<file path="config.mk">
export PLATFORM = sky130hd
export DESIGN_NAME = decoder_64b66b
export DESIGN_NICKNAME = d
export VERILOG_FILES = /design/src/rtl/decoder_64b66b.sv
export SDC_FILE = /design/constraint.sdc
export NUM_CORES = 1
export LEC_CHECK = 0
export CAP_MARGIN = 30
export CORE_MARGIN = 2
export CORE_UTILIZATION = 43
export CTS_CLUSTER_SIZE = 20
export DETAILED_ROUTE_END_ITERATION = 10
export PLACE_DENSITY = 0.69
export SLEW_MARGIN = 0
export SYNTH_ARGS = -nofsm -noshare
export SYNTH_HDL_FRONTEND = slang
export SYNTH_SLANG_ARGS = --single-unit
</file>
<file path="constraint.sdc">
create_clock -name clk -period 6.4 [get_ports clk]
set_clock_uncertainty 0.05 [all_clocks]
set_input_delay 1.28 -clock clk [delete_from_list [all_inputs] [get_ports clk]]
set_output_delay 1.28 -clock clk [all_outputs]
set_load 0.01 [all_outputs]
</file>
<file path="src/rtl/decoder_64b66b.sv">
// ----------------------------------------------------------------------------
// decoder_64b66b
//
// Receive-side 64b/66b block decoder. It takes 66-bit blocks from the RX
// gearbox, acquires and monitors block lock from the 2-bit sync headers, and
// requests single-bit slips from the gearbox while hunting. Each payload is
// descrambled with the self-synchronous G(x) = 1 + x^39 + x^58 descrambler.
// While locked, {header, data} is forwarded to the PCS decode stage through
// one AXI-Stream output register.
//
// Ports
//   clk            in   1   clock
//   reset_n        in   1   asynchronous active-low reset
//   s_axis_tdata   in   66  [65:64] sync header, [63:0] scrambled payload
//                           (bit 0 is first on the line)
//   s_axis_tvalid  in   1   input block valid
//   s_axis_tready  out  1   input ready (output register empty or draining)
//   m_axis_tdata   out  64  descrambled payload
//   m_axis_ttype   out  2   sync header of the block (01 data, 10 control)
//   m_axis_tuser   out  1   1 = invalid header (00/11), data still forwarded
//   m_axis_tvalid  out  1   output valid
//   m_axis_tready  in   1   output ready
//   rx_slip        out  1   one-cycle pulse: gearbox shifts alignment by one bit
//   block_lock     out  1   block lock achieved
// ----------------------------------------------------------------------------
module decoder_64b66b #(
    parameter int LOCK_CNT  = 64,
    parameter int INVLD_MAX = 16,
    parameter int SLIP_WAIT = 4
) (
    input  logic        clk,
    input  logic        reset_n,
    input  logic [65:0] s_axis_tdata,
    input  logic        s_axis_tvalid,
    output logic        s_axis_tready,
    output logic [63:0] m_axis_tdata,
    output logic [1:0]  m_axis_ttype,
    output logic        m_axis_tuser,
    output logic        m_axis_tvalid,
    input  logic        m_axis_tready,
    output logic        rx_slip,
    output logic        block_lock
);

    localparam int SH_W = $clog2(LOCK_CNT + 1);
    localparam int IV_W = $clog2(INVLD_MAX + 1);
    localparam int WT_W = $clog2(SLIP_WAIT + 1);

    typedef enum logic [1:0] {
        ST_HUNT   = 2'd0,
        ST_SLIP   = 2'd1,
        ST_LOCKED = 2'd2
    } state_t;

    // Control state
    state_t            state_q,     state_d;
    logic [SH_W-1:0]   sh_cnt_q,    sh_cnt_d;
    logic [IV_W-1:0]   invld_cnt_q, invld_cnt_d;
    logic [WT_W-1:0]   wait_cnt_q,  wait_cnt_d;
    logic              block_lock_q, block_lock_d;
    logic              rx_slip_q,   rx_slip_d;
    logic [57:0]       hist_q,      hist_d;
    logic              out_valid_q, out_valid_d;

    // Output data register
    logic [63:0]       out_data_q,  out_data_d;
    logic [1:0]        out_type_q,  out_type_d;
    logic              out_user_q,  out_user_d;

    logic              accept;
    logic              hv;
    logic              forward;
    logic [SH_W-1:0]   sh_inc;
    logic [IV_W-1:0]   invld_inc;
    logic [121:0]      descr_x;
    logic [63:0]       descr;

    assign s_axis_tready = m_axis_tready | ~out_valid_q;
    assign accept        = s_axis_tvalid & s_axis_tready;
    assign hv            = s_axis_tdata[65] ^ s_axis_tdata[64];

    // Serial stream view: history holds the previous block's bits 6..63, so
    // out[i] = in[i] ^ in[i-39] ^ in[i-58] becomes three aligned slices.
    assign descr_x = {s_axis_tdata[63:0], hist_q};
    assign descr   = descr_x[121:58] ^ descr_x[82:19] ^ descr_x[63:0];

    assign sh_inc    = sh_cnt_q + SH_W'(1);
    assign invld_inc = hv ? invld_cnt_q : invld_cnt_q + IV_W'(1);

    always_comb begin
        // NOTE: every variable assigned here gets a default first, so no path
        // leaves it unassigned and no latch is inferred.
        state_d      = state_q;
        sh_cnt_d     = sh_cnt_q;
        invld_cnt_d  = invld_cnt_q;
        wait_cnt_d   = wait_cnt_q;
        block_lock_d = block_lock_q;
        rx_slip_d    = 1'b0;
        hist_d       = hist_q;
        out_valid_d  = out_valid_q & ~m_axis_tready;
        out_data_d   = out_data_q;
        out_type_d   = out_type_q;
        out_user_d   = out_user_q;
        forward      = 1'b0;

        if (accept) begin
            hist_d  = s_axis_tdata[63:6];
            // Forwarding decision uses the lock state before this block.
            forward = block_lock_q;

            unique case (state_q)
                ST_HUNT: begin
                    if (hv) begin
                        if (sh_inc == SH_W'(LOCK_CNT)) begin
                            block_lock_d = 1'b1;
                            sh_cnt_d     = '0;
                            invld_cnt_d  = '0;
                            state_d      = ST_LOCKED;
                        end else begin
                            sh_cnt_d = sh_inc;
                        end
                    end else begin
                        rx_slip_d   = 1'b1;
                        sh_cnt_d    = '0;
                        invld_cnt_d = '0;
                        wait_cnt_d  = WT_W'(SLIP_WAIT);
                        state_d     = ST_SLIP;
                    end
                end

                ST_SLIP: begin
                    // Gearbox settle time: headers are not evaluated here.
                    wait_cnt_d = wait_cnt_q - WT_W'(1);
                    if (wait_cnt_q == WT_W'(1)) begin
                        state_d = ST_HUNT;
                    end
                end

                ST_LOCKED: begin
                    // Lock loss takes priority over the window rollover.
                    if (invld_inc == IV_W'(INVLD_MAX)) begin
                        block_lock_d = 1'b0;
                        rx_slip_d    = 1'b1;
                        sh_cnt_d     = '0;
                        invld_cnt_d  = '0;
                        wait_cnt_d   = WT_W'(SLIP_WAIT);
                        state_d      = ST_SLIP;
                        forward      = 1'b0;
                    end else if (sh_inc == SH_W'(LOCK_CNT)) begin
                        sh_cnt_d    = '0;
                        invld_cnt_d = '0;
                    end else begin
                        sh_cnt_d    = sh_inc;
                        invld_cnt_d = invld_inc;
                    end
                end

                default: begin
                    state_d = ST_HUNT;
                end
            endcase

            if (forward) begin
                out_valid_d = 1'b1;
                out_data_d  = descr;
                out_type_d  = s_axis_tdata[65:64];
                out_user_d  = ~hv;
            end
        end
    end

    // NOTE: sequential state is written with non-blocking assignments only,
    // so every flop samples the pre-edge value of every other flop.
    always_ff @(posedge clk or negedge reset_n) begin
        if (!reset_n) begin
            state_q      <= ST_HUNT;
            sh_cnt_q     <= '0;
            invld_cnt_q  <= '0;
            wait_cnt_q   <= '0;
            block_lock_q <= 1'b0;
            rx_slip_q    <= 1'b0;
            hist_q       <= '0;
            out_valid_q  <= 1'b0;
        end else begin
            state_q      <= state_d;
            sh_cnt_q     <= sh_cnt_d;
            invld_cnt_q  <= invld_cnt_d;
            wait_cnt_q   <= wait_cnt_d;
            block_lock_q <= block_lock_d;
            rx_slip_q    <= rx_slip_d;
            hist_q       <= hist_d;
            out_valid_q  <= out_valid_d;
        end
    end

    // NOTE: the payload register is qualified by out_valid_q, so it carries
    // no reset; a block held at reset time is simply discarded.
    always_ff @(posedge clk) begin
        out_data_q <= out_data_d;
        out_type_q <= out_type_d;
        out_user_q <= out_user_d;
    end

    assign m_axis_tdata  = out_data_q;
    assign m_axis_ttype  = out_type_q;
    assign m_axis_tuser  = out_user_q;
    assign m_axis_tvalid = out_valid_q;
    assign rx_slip       = rx_slip_q;
    assign block_lock    = block_lock_q;

endmodule
</file>
==> flow_metrics.py, run 1 <==
metrics = {
    "status": {
        "status": "completed",
    },
    "clock_tree": {
        "cts-root-buf": "clkbuf_16",
        "htreeDepth": 4,
        "post_cts_buffers": 0,
        "ctsResizeCount": 0,
        "cts.sink_count": 145,
        "holdBufCountCts": 0,
        "numCtsBuffers": 17,
        "cts.clk_slew.worst_paths_ns": 0.05,
        "clock_latency_ns": 0.42,
        "cts_buffer_depth": 2,
        "cts_tree": "built",
    },
    "logic_synthesis": {
        "synth-xor-area-share_pct": 17.5,
        "syn_area_um2": 6610,
        "synthTopCellsByArea": "edfxtp_1 (30%), dfrtp_1 (30%), xnor2_1 (17%)",
        "synthMuxAreaShare_pct": 10.4,
        "synth_warnings": 0,
        "ys_seq_area_share_pct": 60.0,
        "synth_edf_count": 67,
        "yosys.area.top_type_share_pct": 30.5,
        "synthCells": 470,
        "ys.flop_type": "dfrtp_1",
        "synthAdderAreaFrac_pct": 0.758,
        "synth_top_family_by_area": "XOR/XNOR gates",
        "yosysMostFrequentCell": "xnor2_1",
        "yosys.area.top_type": "edfxtp_1",
        "synth_compound_area_share_pct": 5.15,
        "synth-async-reset-ratio_pct": 53.8,
        "syn-num-nets": 544,
        "synth-seq-cells": 145,
        "synth_common_cells": "xnor2_1 (128), dfrtp_1 (78), edfxtp_1 (67), mux2_2 (60), nand2_1 (18)",
        "synth-simple-area-share_pct": 5.13,
        "ys_types": 53,
        "synth.avg_cell_area_um2": 14.1,
    },
    "pwr": {
        "p_leak_nw": 3.19,
        "p_total_mw": 2.92,
        "peakVddDrop_uv": 200,
        "power_density_nw_per_um2": 332,
    },
    "sta": {
        "post-route-period-util_pct": 59.8,
        "tightest_slew_ns": 0.961,
        "fmax_ghz": 0.261,
        "hold_violations": 0,
        "final.setup.tns_ns": 0,
        "setup_ws_ns": 2.58,
        "slew_violations": 0,
        "setup_viol": 0,
        "rsz0062_at_grt": "no",
        "hold_ws_ns": 0.472,
        "period_minus_slack_ns": 3.82,
        "slew_headroom_pct": 35.9,
    },
    "run": {
        "maxCapViolCount": 0,
    },
    "grt": {
        "grt-ovfl-total": 0,
        "grt_max_degree": 68,
        "grt_pass1_vias": 4202,
        "grt.total_usage_pct": 17.4,
        "antenna_found_initial": 0,
        "grt_pass1_wl_mm": 21.7,
    },
    "place": {
        "port_buffers": 140,
        "dp_hpwl_mm": 9.90,
        "placedCellCount": 789,
        "dpl-instance-area_um2": 8240,
        "pre_cts_ws_ns": 2.18,
        "gp_congestion": 0.865,
    },
    "hold_path": {
        "holdPathEnd": "hist_q[7]",
        "holdPathStages": 1,
        "holdCritPathClass": "flip-flop to flip-flop",
        "min_from": "hist_q[7]",
    },
    "routing": {
        "wirelength_mm": 13.8,
        "ant_nets": 0,
        "vias": 4176,
        "avgViaCountPerCell": 5.09,
        "avgRoutedWirePerCell_um": 16.8,
        "drt_pass1_iterations": 4,
        "drc": 0,
        "drtIter0Drc": 226,
    },
    "die": {
        "io_pins": 141,
        "start_util_pct": 43.8,
        "die_area_um2": 16400,
        "core-area_um2": 15100,
        "die_w_um": 128,
        "rows": 45,
        "fp.dieH_um": 128,
    },
    "setup_path": {
        "r2r_end": "m_axis_tdata[25]",
        "endpoint_kind": "flip-flop",
        "rr_worst_depth": 6,
        "worst_setup_path_start_kind": "input pin",
        "r2r-start": "invld_cnt_q[0]",
        "required_ns": 6.38,
        "crit_path_max_fanout": 67,
        "critPathKind": "input pin to flip-flop",
        "r2r_slack_ns": 3.70,
        "worstPathArrival_ns": 3.80,
    },
    "finish": {
        "drive_gt1_share_pct": 15.8,
        "diodes": 0,
        "area_delta_synth_final_pct": 33.1,
        "final_area_um2": 8790,
        "fin_util_pct": 58.3,
        "final-instance-count-excl-fill": 821,
        "layout.nets": 694,
    },
}
## worst max path at each step
stage / startpoint / endpoint / cells after the start
after global placement: s_axis_tdata[64] / m_axis_tdata[49] / 6
after global routing: s_axis_tdata[64] / m_axis_tdata[12] / 6
after CTS: m_axis_tready / s_axis_tready / 3
after detailed placement: s_axis_tdata[64] / m_axis_tdata[54] / 6
final: s_axis_tdata[64] / m_axis_tdata[25] / 6
after floorplan: s_axis_tdata[64] / m_axis_tdata[0] / 5
## layout by cell type, fill, tap and decap left out, types with 4 or more instances in the layout
master	count
nand2_1	17
clkbuf_16	17
nand3_1	5
nor2_1	12
xnor2_1	128
nor4_1	4
edfxtp_1	67
mux2_2	60
a21oi_1	8
o21ai_0	12
dfrtp_1	78
clkbuf_1	6
inv_1	6
clkdlybuf4s50_1	139
ha_1	4
## state kept, by name (all words and copies together), names as in the netlist
register       count
hist_q            58
m_axis_tdata      64
rx_slip            1
sh_cnt_q           7
m_axis_ttype       2
wait_cnt_q         3
invld_cnt_q        5
state_q            2
block_lock         1
m_axis_tvalid      1
m_axis_tuser       1
## worst max-delay path, stage by stage
cell and delay [ns]:
clkdlybuf4s50_1 0.58, xor2_4 0.34, mux2_2 0.41, o2111a_2 0.21, nand2_1 0.10, and3_4 0.77
## kinds of logic (layout without fill, tap and decap cells)
logic type / count (synthesis) / after routing
adder cells (fa/ha/maj): 4 / 4
multiplexers: 61 / 61
XOR/XNOR: 130 / 130
AO/OA/AOI/OAI: 48 / 48
AND/OR/NAND/NOR: 64 / 64
flip-flops: 145 / 145
buffers and inverters: 18 / 181
## report_power, final
part           switching, mW  total [mW]  internal (mW)
Combinational          0.293       0.688          0.395
Clock                  0.358       0.921          0.564
Sequential             0.130        1.31           1.18
## cell type report
type / count / area (um^2)
multi-input cells: 307 / 2580
fillers: 1201 / 6300
repair buffers: 142 / 1430
well taps: 188 / 235
flip-flops and latches: 145 / 3960
clock inverters: 6 / 60.1
inverters: 7 / 28.8
clock buffers: 26 / 489
## layer usage
layer,vias to the layer above,wire (um),GRT usage (%)
met4,0,274,6.66
met2,137,6520,27.7
met5,-,0,0
met1,2043,6370,23.3
li1,1972,-,-
met3,24,658,4.13
(Power assumes the default switching activity.)
==> run 2, diff against run 1 <==
--- a/config.mk
+++ b/config.mk
@@ -10,7 +10,7 @@
 export CORE_UTILIZATION = 43
 export CTS_CLUSTER_SIZE = 20
 export DETAILED_ROUTE_END_ITERATION = 10
-export PLACE_DENSITY = 0.69
+export PLACE_DENSITY = 0.72
 export SLEW_MARGIN = 0
 export SYNTH_ARGS = -nofsm -noshare
 export SYNTH_HDL_FRONTEND = slang
==> constraint.sdc (replaced) <==
create_clock -name clk -period 3.45 [get_ports clk]
set_clock_uncertainty 0.05 [all_clocks]
set_input_delay 0.69 -clock clk [delete_from_list [all_inputs] [get_ports clk]]
set_output_delay 0.69 -clock clk [all_outputs]
set_load 0.01 [all_outputs]
==> run 2 against run 1 <==
Compared with the run above:
- cell count is 0.37% higher
- worst hold slack got worse by 0.33 ns
- largest cell class unchanged
- sequential share of layout area is 0.68 points lower
- clock-buffer cell count decreased by 3
- via count hardly changed
- flip-flop and latch count unchanged
==> flow_metrics.py, run 2 (same netlist as run 1, synthesis figures left out) <==
metrics = {
    "status": {
        "status": "completed",
    },
    "finish": {
        "largest_reg_flops": 64,
        "fill_cells": 1168,
        "final_area_um2": 8920,
        "regArea_um2": 3960,
        "final_common_cell": "clkdlybuf4s50_1",
        "area_delta_synth_final_pct": 35.1,
        "multi_input_area_um2": 2580,
        "drive_gt1_share_pct": 17.0,
        "most-common-layout-cells": "clkdlybuf4s50_1 (139), xnor2_1 (128), dfrtp_1 (78)",
        "layout.nets": 696,
    },
    "sta": {
        "tightest_slew_ns": 0.922,
        "setup_ws_ns": 0.673,
        "fmax_ghz": 0.360,
        "rsz0062_at_grt": "no",
        "setup_viol": 0,
        "post-route-period-util_pct": 80.5,
        "hold_ws_ns": 0.142,
        "hold_violations": 0,
        "slew_violations": 0,
        "slew_headroom_pct": 38.4,
        "period_minus_slack_ns": 2.78,
        "final.setup.tns_ns": 0,
    },
    "die": {
        "rows": 45,
        "start_util_pct": 43.8,
        "die_w_um": 128,
        "core-area_um2": 15100,
        "io_pins": 141,
        "fp.dieH_um": 128,
        "die_area_um2": 16400,
    },
    "setup_path": {
        "endpoint_kind": "flip-flop",
        "r2r-start": "invld_cnt_q[0]",
        "worst_setup_path_start_kind": "input pin",
        "worstPathCellList": "clkdlybuf4s50_1, xor2_4, mux2_2, o2111a_2, nand2_1, and3_4, buf_12",
        "crit_path_max_fanout": 41,
        "r2r_slack_ns": 1.20,
        "critPathKind": "input pin to flip-flop",
        "worst_path_largest_cell_delay_ns": 0.58,
        "rr_worst_depth": 7,
        "worstPathArrival_ns": 2.83,
        "required_ns": 3.51,
        "critPathSlowestCell": "clkdlybuf4s50_1",
        "r2r_end": "m_axis_tdata[62]",
    },
    "grt": {
        "grt_pass1_vias": 4201,
        "grt_max_degree": 65,
        "grt-ovfl-total": 0,
        "grt_pass1_wl_mm": 22.0,
        "antenna_found_initial": 1,
        "grt.total_usage_pct": 17.6,
    },
    "pwr": {
        "power_density_nw_per_um2": 630,
        "peakVddDrop_uv": 388,
        "p_leak_nw": 3.26,
        "p_total_mw": 5.62,
    },
    "clock_tree": {
        "clock_latency_ns": 0.42,
        "htreeDepth": 4,
        "cts.sink_count": 145,
        "cts_buffer_depth": 2,
        "holdBufCountCts": 0,
        "cts-root-buf": "clkbuf_16",
        "post_cts_buffers": 0,
        "numCtsBuffers": 17,
        "cts.clk_slew.worst_paths_ns": 0.06,
        "ctsResizeCount": 0,
        "cts_tree": "built",
    },
    "place": {
        "dp_hpwl_mm": 10.1,
        "gp_congestion": 0.825,
        "pre_cts_ws_ns": 0.247,
        "dpl-instance-area_um2": 8290,
        "port_buffers": 140,
    },
    "routing": {
        "highest_layer": "met4",
        "avgRoutedWirePerCell_um": 16.9,
        "vias": 4177,
        "wirelength_mm": 13.9,
        "drt_pass1_iterations": 5,
        "wl_met3_um": 990,
        "ant_nets": 0,
        "avgViaCountPerCell": 5.07,
        "wl_met2_mm": 6.70,
        "met1Wirelength_mm": 6.10,
        "drtIter0Drc": 299,
        "drc": 0,
    },
    "hold_path": {
        "holdCritPathClass": "input pin to async pin",
    },
    "run": {
        "maxCapViolCount": 0,
    },
}
==> run 2: changes by cell type in the layout (fill, tap and decap cells not counted), sizes merged <==
| cell | previous run | this run |
|---|---|---|
| diode | 0 | 1 |
| clkbuf | 26 | 23 |
| bufinv | 1 | 2 |
| buf | 3 | 5 |
| clkinv | 3 | 6 |
| clkinvlp | 2 | 1 |
==> run 2: layout make-up <==
cell class                 instances  share of cell area (%)
antenna                            1                  0.0280
clock buffer                      23                    5.94
clock inverter                     9                    1.09
inverter                           7                   0.322
multi-input combinational        307                    28.9
sequential                       145                    44.4
tap                              188                    2.64
timing repair buffer             144                    16.7
==> run 2: report_power, final <==
group / switching (mW) / internal [mW]
Combinational: 0.548 / 0.741
Clock: 0.685 / 1.22
Sequential: 0.247 / 2.18
==> run 2: routing by layer <==
metal  vias to the layer above  GRT usage, %
li1                       1979             -
met1                      2045          23.1
met2                       140          27.7
met3                        13          6.26
met4                         0          5.04
met5                         -             0
==> run 2: critical path, delay by kind of cell <==
| family | cells | cell delay [ns] |
|---|---|---|
| multiplexers | 1 | 0.41 |
| AO/OA/AOI/OAI | 1 | 0.21 |
| AND/OR/NAND/NOR | 2 | 0.32 |
| buffers and inverters | 2 | 0.81 |
| XOR/XNOR | 1 | 0.35 |
==> run 2: worst max-delay path by stage <==
| stage | startpoint | endpoint | slack (ns) | cells past startpoint |
|---|---|---|---|---|
| 6_report | s_axis_tdata[64] | m_axis_tdata[62] | 0.67 | 7 |
| 5_1_grt | s_axis_tdata[64] | m_axis_tdata[62] | 0.64 | 7 |
| 4_1_cts | s_axis_tdata[64] | m_axis_tdata[49] | 0.70 | 7 |
| 3_5_place_dp | s_axis_tdata[64] | m_axis_tdata[62] | 0.25 | 7 |
| 3_3_place_gp | s_axis_tdata[64] | m_axis_tdata[17] | 0.30 | 7 |
| 2_1_floorplan | s_axis_tdata[64] | m_axis_tdata[0] | 0.45 | 5 |
==> run 2: metrics by stage <==
stage / utilization (%) / std cells
2_1_floorplan: - / 470
3_3_place_gp: 54.8 / 790
3_5_place_dp: 55.0 / 791
4_1_cts: 59.1 / 823
5_1_grt: 59.1 / 823
6_report: 59.1 / 824
==> run 3, diff against run 2 <==
--- a/config.mk
+++ b/config.mk
@@ -10,7 +10,7 @@
 export CORE_UTILIZATION = 43
 export CTS_CLUSTER_SIZE = 20
 export DETAILED_ROUTE_END_ITERATION = 10
-export PLACE_DENSITY = 0.72
+export PLACE_DENSITY = 0.69
 export SLEW_MARGIN = 0
 export SYNTH_ARGS = -nofsm -noshare
 export SYNTH_HDL_FRONTEND = slang
==> constraint.sdc (replaced) <==
create_clock -name clk -period 2.57 [get_ports clk]
set_clock_uncertainty 0.05 [all_clocks]
set_input_delay 0.514 -clock clk [delete_from_list [all_inputs] [get_ports clk]]
set_output_delay 0.514 -clock clk [all_outputs]
set_load 0.01 [all_outputs]
==> run 3 against run 2 <==
Compared with the run above:
- clock power grew 28%
- sequential share of layout area hardly changed
- worst hold slack got worse by 0.070 ns
- routed wire length grew 0.88%
- setup slack lost 0.53 ns
- combinational power rose by 35%
- cell area hardly changed
- critical path depth up 1
- via count fell by 0.22%
- total power up 32%
==> flow_metrics.py, run 3 (same netlist as run 1, synthesis figures left out) <==
metrics = {
    "status": {
        "status": "completed",
    },
    "grt": {
        "grt_pass1_wl_mm": 22.1,
        "grt.total_usage_pct": 17.7,
        "grt_pass1_vias": 4181,
        "grt-ovfl-total": 0,
        "grt_max_degree": 65,
        "antenna_found_initial": 0,
    },
    "clock_tree": {
        "clock_latency_ns": 0.42,
        "cts.clk_slew.worst_paths_ns": 0.06,
        "htreeDepth": 4,
        "holdBufCountCts": 0,
        "ctsResizeCount": 0,
        "post_cts_buffers": 0,
        "cts.sink_count": 145,
        "cts-root-buf": "clkbuf_16",
        "numCtsBuffers": 17,
        "cts_tree": "built",
        "cts_buffer_depth": 2,
    },
    "setup_path": {
        "critPathMostFrequentCell": "buf_4",
        "crit_path_max_fanout": 12,
        "required_ns": 2.68,
        "r2r_slack_ns": 0.37,
        "worstPathArrival_ns": 2.54,
        "critPathSlowestCell": "clkdlybuf4s50_1",
        "r2r-start": "sh_cnt_q[0]",
        "cp_top_family": "buffers and inverters",
        "worstPathCellList": "clkdlybuf4s50_1, xor2_4, buf_4, o21ai_0, o2111a_2, nand2_1, and3_4, buf_4",
        "worst_setup_path_start_kind": "input pin",
        "rr_worst_depth": 5,
        "critPathKind": "input pin to flip-flop",
        "worst_path_largest_cell_delay_ns": 0.50,
        "r2r_end": "invld_cnt_q[1]",
        "crit_buf_inv": 3,
        "endpoint_kind": "flip-flop",
    },
    "pwr": {
        "p_leak_nw": 3.27,
        "p_total_mw": 7.41,
        "peakVddDrop_uv": 479,
        "power_density_nw_per_um2": 831,
    },
    "die": {
        "fp.dieH_um": 128,
        "core-area_um2": 15100,
        "io_pins": 141,
        "start_util_pct": 43.8,
        "die_area_um2": 16400,
        "die_w_um": 128,
        "rows": 45,
    },
    "finish": {
        "drive_gt1_share_pct": 17.0,
        "diodes": 0,
        "area_delta_synth_final_pct": 35.1,
        "fill_cells": 1196,
        "layout.nets": 703,
        "final_common_cell": "clkdlybuf4s50_1",
        "largest_reg_flops": 64,
        "most-common-layout-cells": "clkdlybuf4s50_1 (139), xnor2_1 (128), dfrtp_1 (78)",
        "final-instance-count-excl-fill": 830,
    },
    "routing": {
        "drc": 0,
        "drtIter0Drc": 241,
        "avgViaCountPerCell": 5.02,
        "wirelength_mm": 14.1,
        "vias": 4168,
        "ant_nets": 0,
        "drt_pass1_iterations": 4,
        "avgRoutedWirePerCell_um": 16.9,
    },
    "sta": {
        "post-route-period-util_pct": 94.5,
        "setup_viol": 0,
        "slew_headroom_pct": 56.5,
        "slew_violations": 0,
        "tightest_slew_ns": 0.652,
        "fmax_ghz": 0.412,
        "rsz0062_at_grt": "no",
        "hold_violations": 0,
        "period_minus_slack_ns": 2.43,
    },
    "place": {
        "gp_congestion": 0.834,
        "port_buffers": 140,
        "dp_hpwl_mm": 10.3,
        "placedCellCount": 798,
    },
    "run": {
        "maxCapViolCount": 0,
    },
    "hold_path": {
        "holdCritPathClass": "input pin to async pin",
    },
}
## run 3: metrics by stage
| stage | setup TNS, ns | setup slack [ns] | util (%) | instance area, um^2 | hold slack, ns |
|---|---|---|---|---|---|
| final | 0 | 0.142 | 59.2 | 8930 | 0.0711 |
| after global routing | 0 | 0.0602 | 59.2 | 8930 | 0.0990 |
| after CTS | 0 | 0.152 | 59.2 | 8930 | 0.0879 |
| after detailed placement | -19.40 | -0.283 | 55.3 | 8340 | 0.466 |
| after global placement | -14.14 | -0.216 | 55.3 | 8340 | 0.449 |
| after floorplan | 0 | 0.0676 | - | 6610 | 0.168 |
## run 3: cell type report
type	instances	area (um^2)	area share [%]
Timing Repair Buffer	151	1530	17.2
Inverter	7	28.8	0.322
Sequential cell	145	3960	44.4
Tap cell	188	235	2.64
Clock inverter	6	77.6	0.869
Clock buffer	26	509	5.71
Multi-Input combinational cell	307	2580	28.9
## run 3: metal layers
layer	up-vias	GRT usage, %	part of all wire [%]
met4	0	5.82	1.3
met3	21	4.42	4.9
li1	1990	-	-
met1	2032	23.9	46
met2	125	28.4	48
met5	-	0	0
## run 3: power by group
group          internal (mW)  total (mW)  switching [mW]
Sequential              2.93        3.25           0.327
Combinational           1.00        1.74           0.733
Clock                   1.55        2.43           0.877
Total                   5.48        7.41            1.94
## run 3: worst register-to-register path, cell delays in order (launching register included)
cell       delay [ns]
dfrtp_1          0.45
a2111oi_0        0.58
a31o_2           0.28
and2_1           0.16
o21ai_0          0.16
a221o_1          0.40
## run 3: how the worst max path moves through the flow
| stage | from | end | cells past startpoint |
|---|---|---|---|
| after CTS | s_axis_tdata[64] | m_axis_tdata[46] | 8 |
| after global routing | s_axis_tdata[64] | m_axis_tdata[40] | 8 |
| after floorplan | s_axis_tdata[64] | m_axis_tdata[0] | 5 |
| final | s_axis_tdata[64] | m_axis_tdata[46] | 8 |
| after global placement | s_axis_tdata[64] | m_axis_tdata[46] | 8 |
| after detailed placement | s_axis_tdata[64] | m_axis_tdata[21] | 8 |
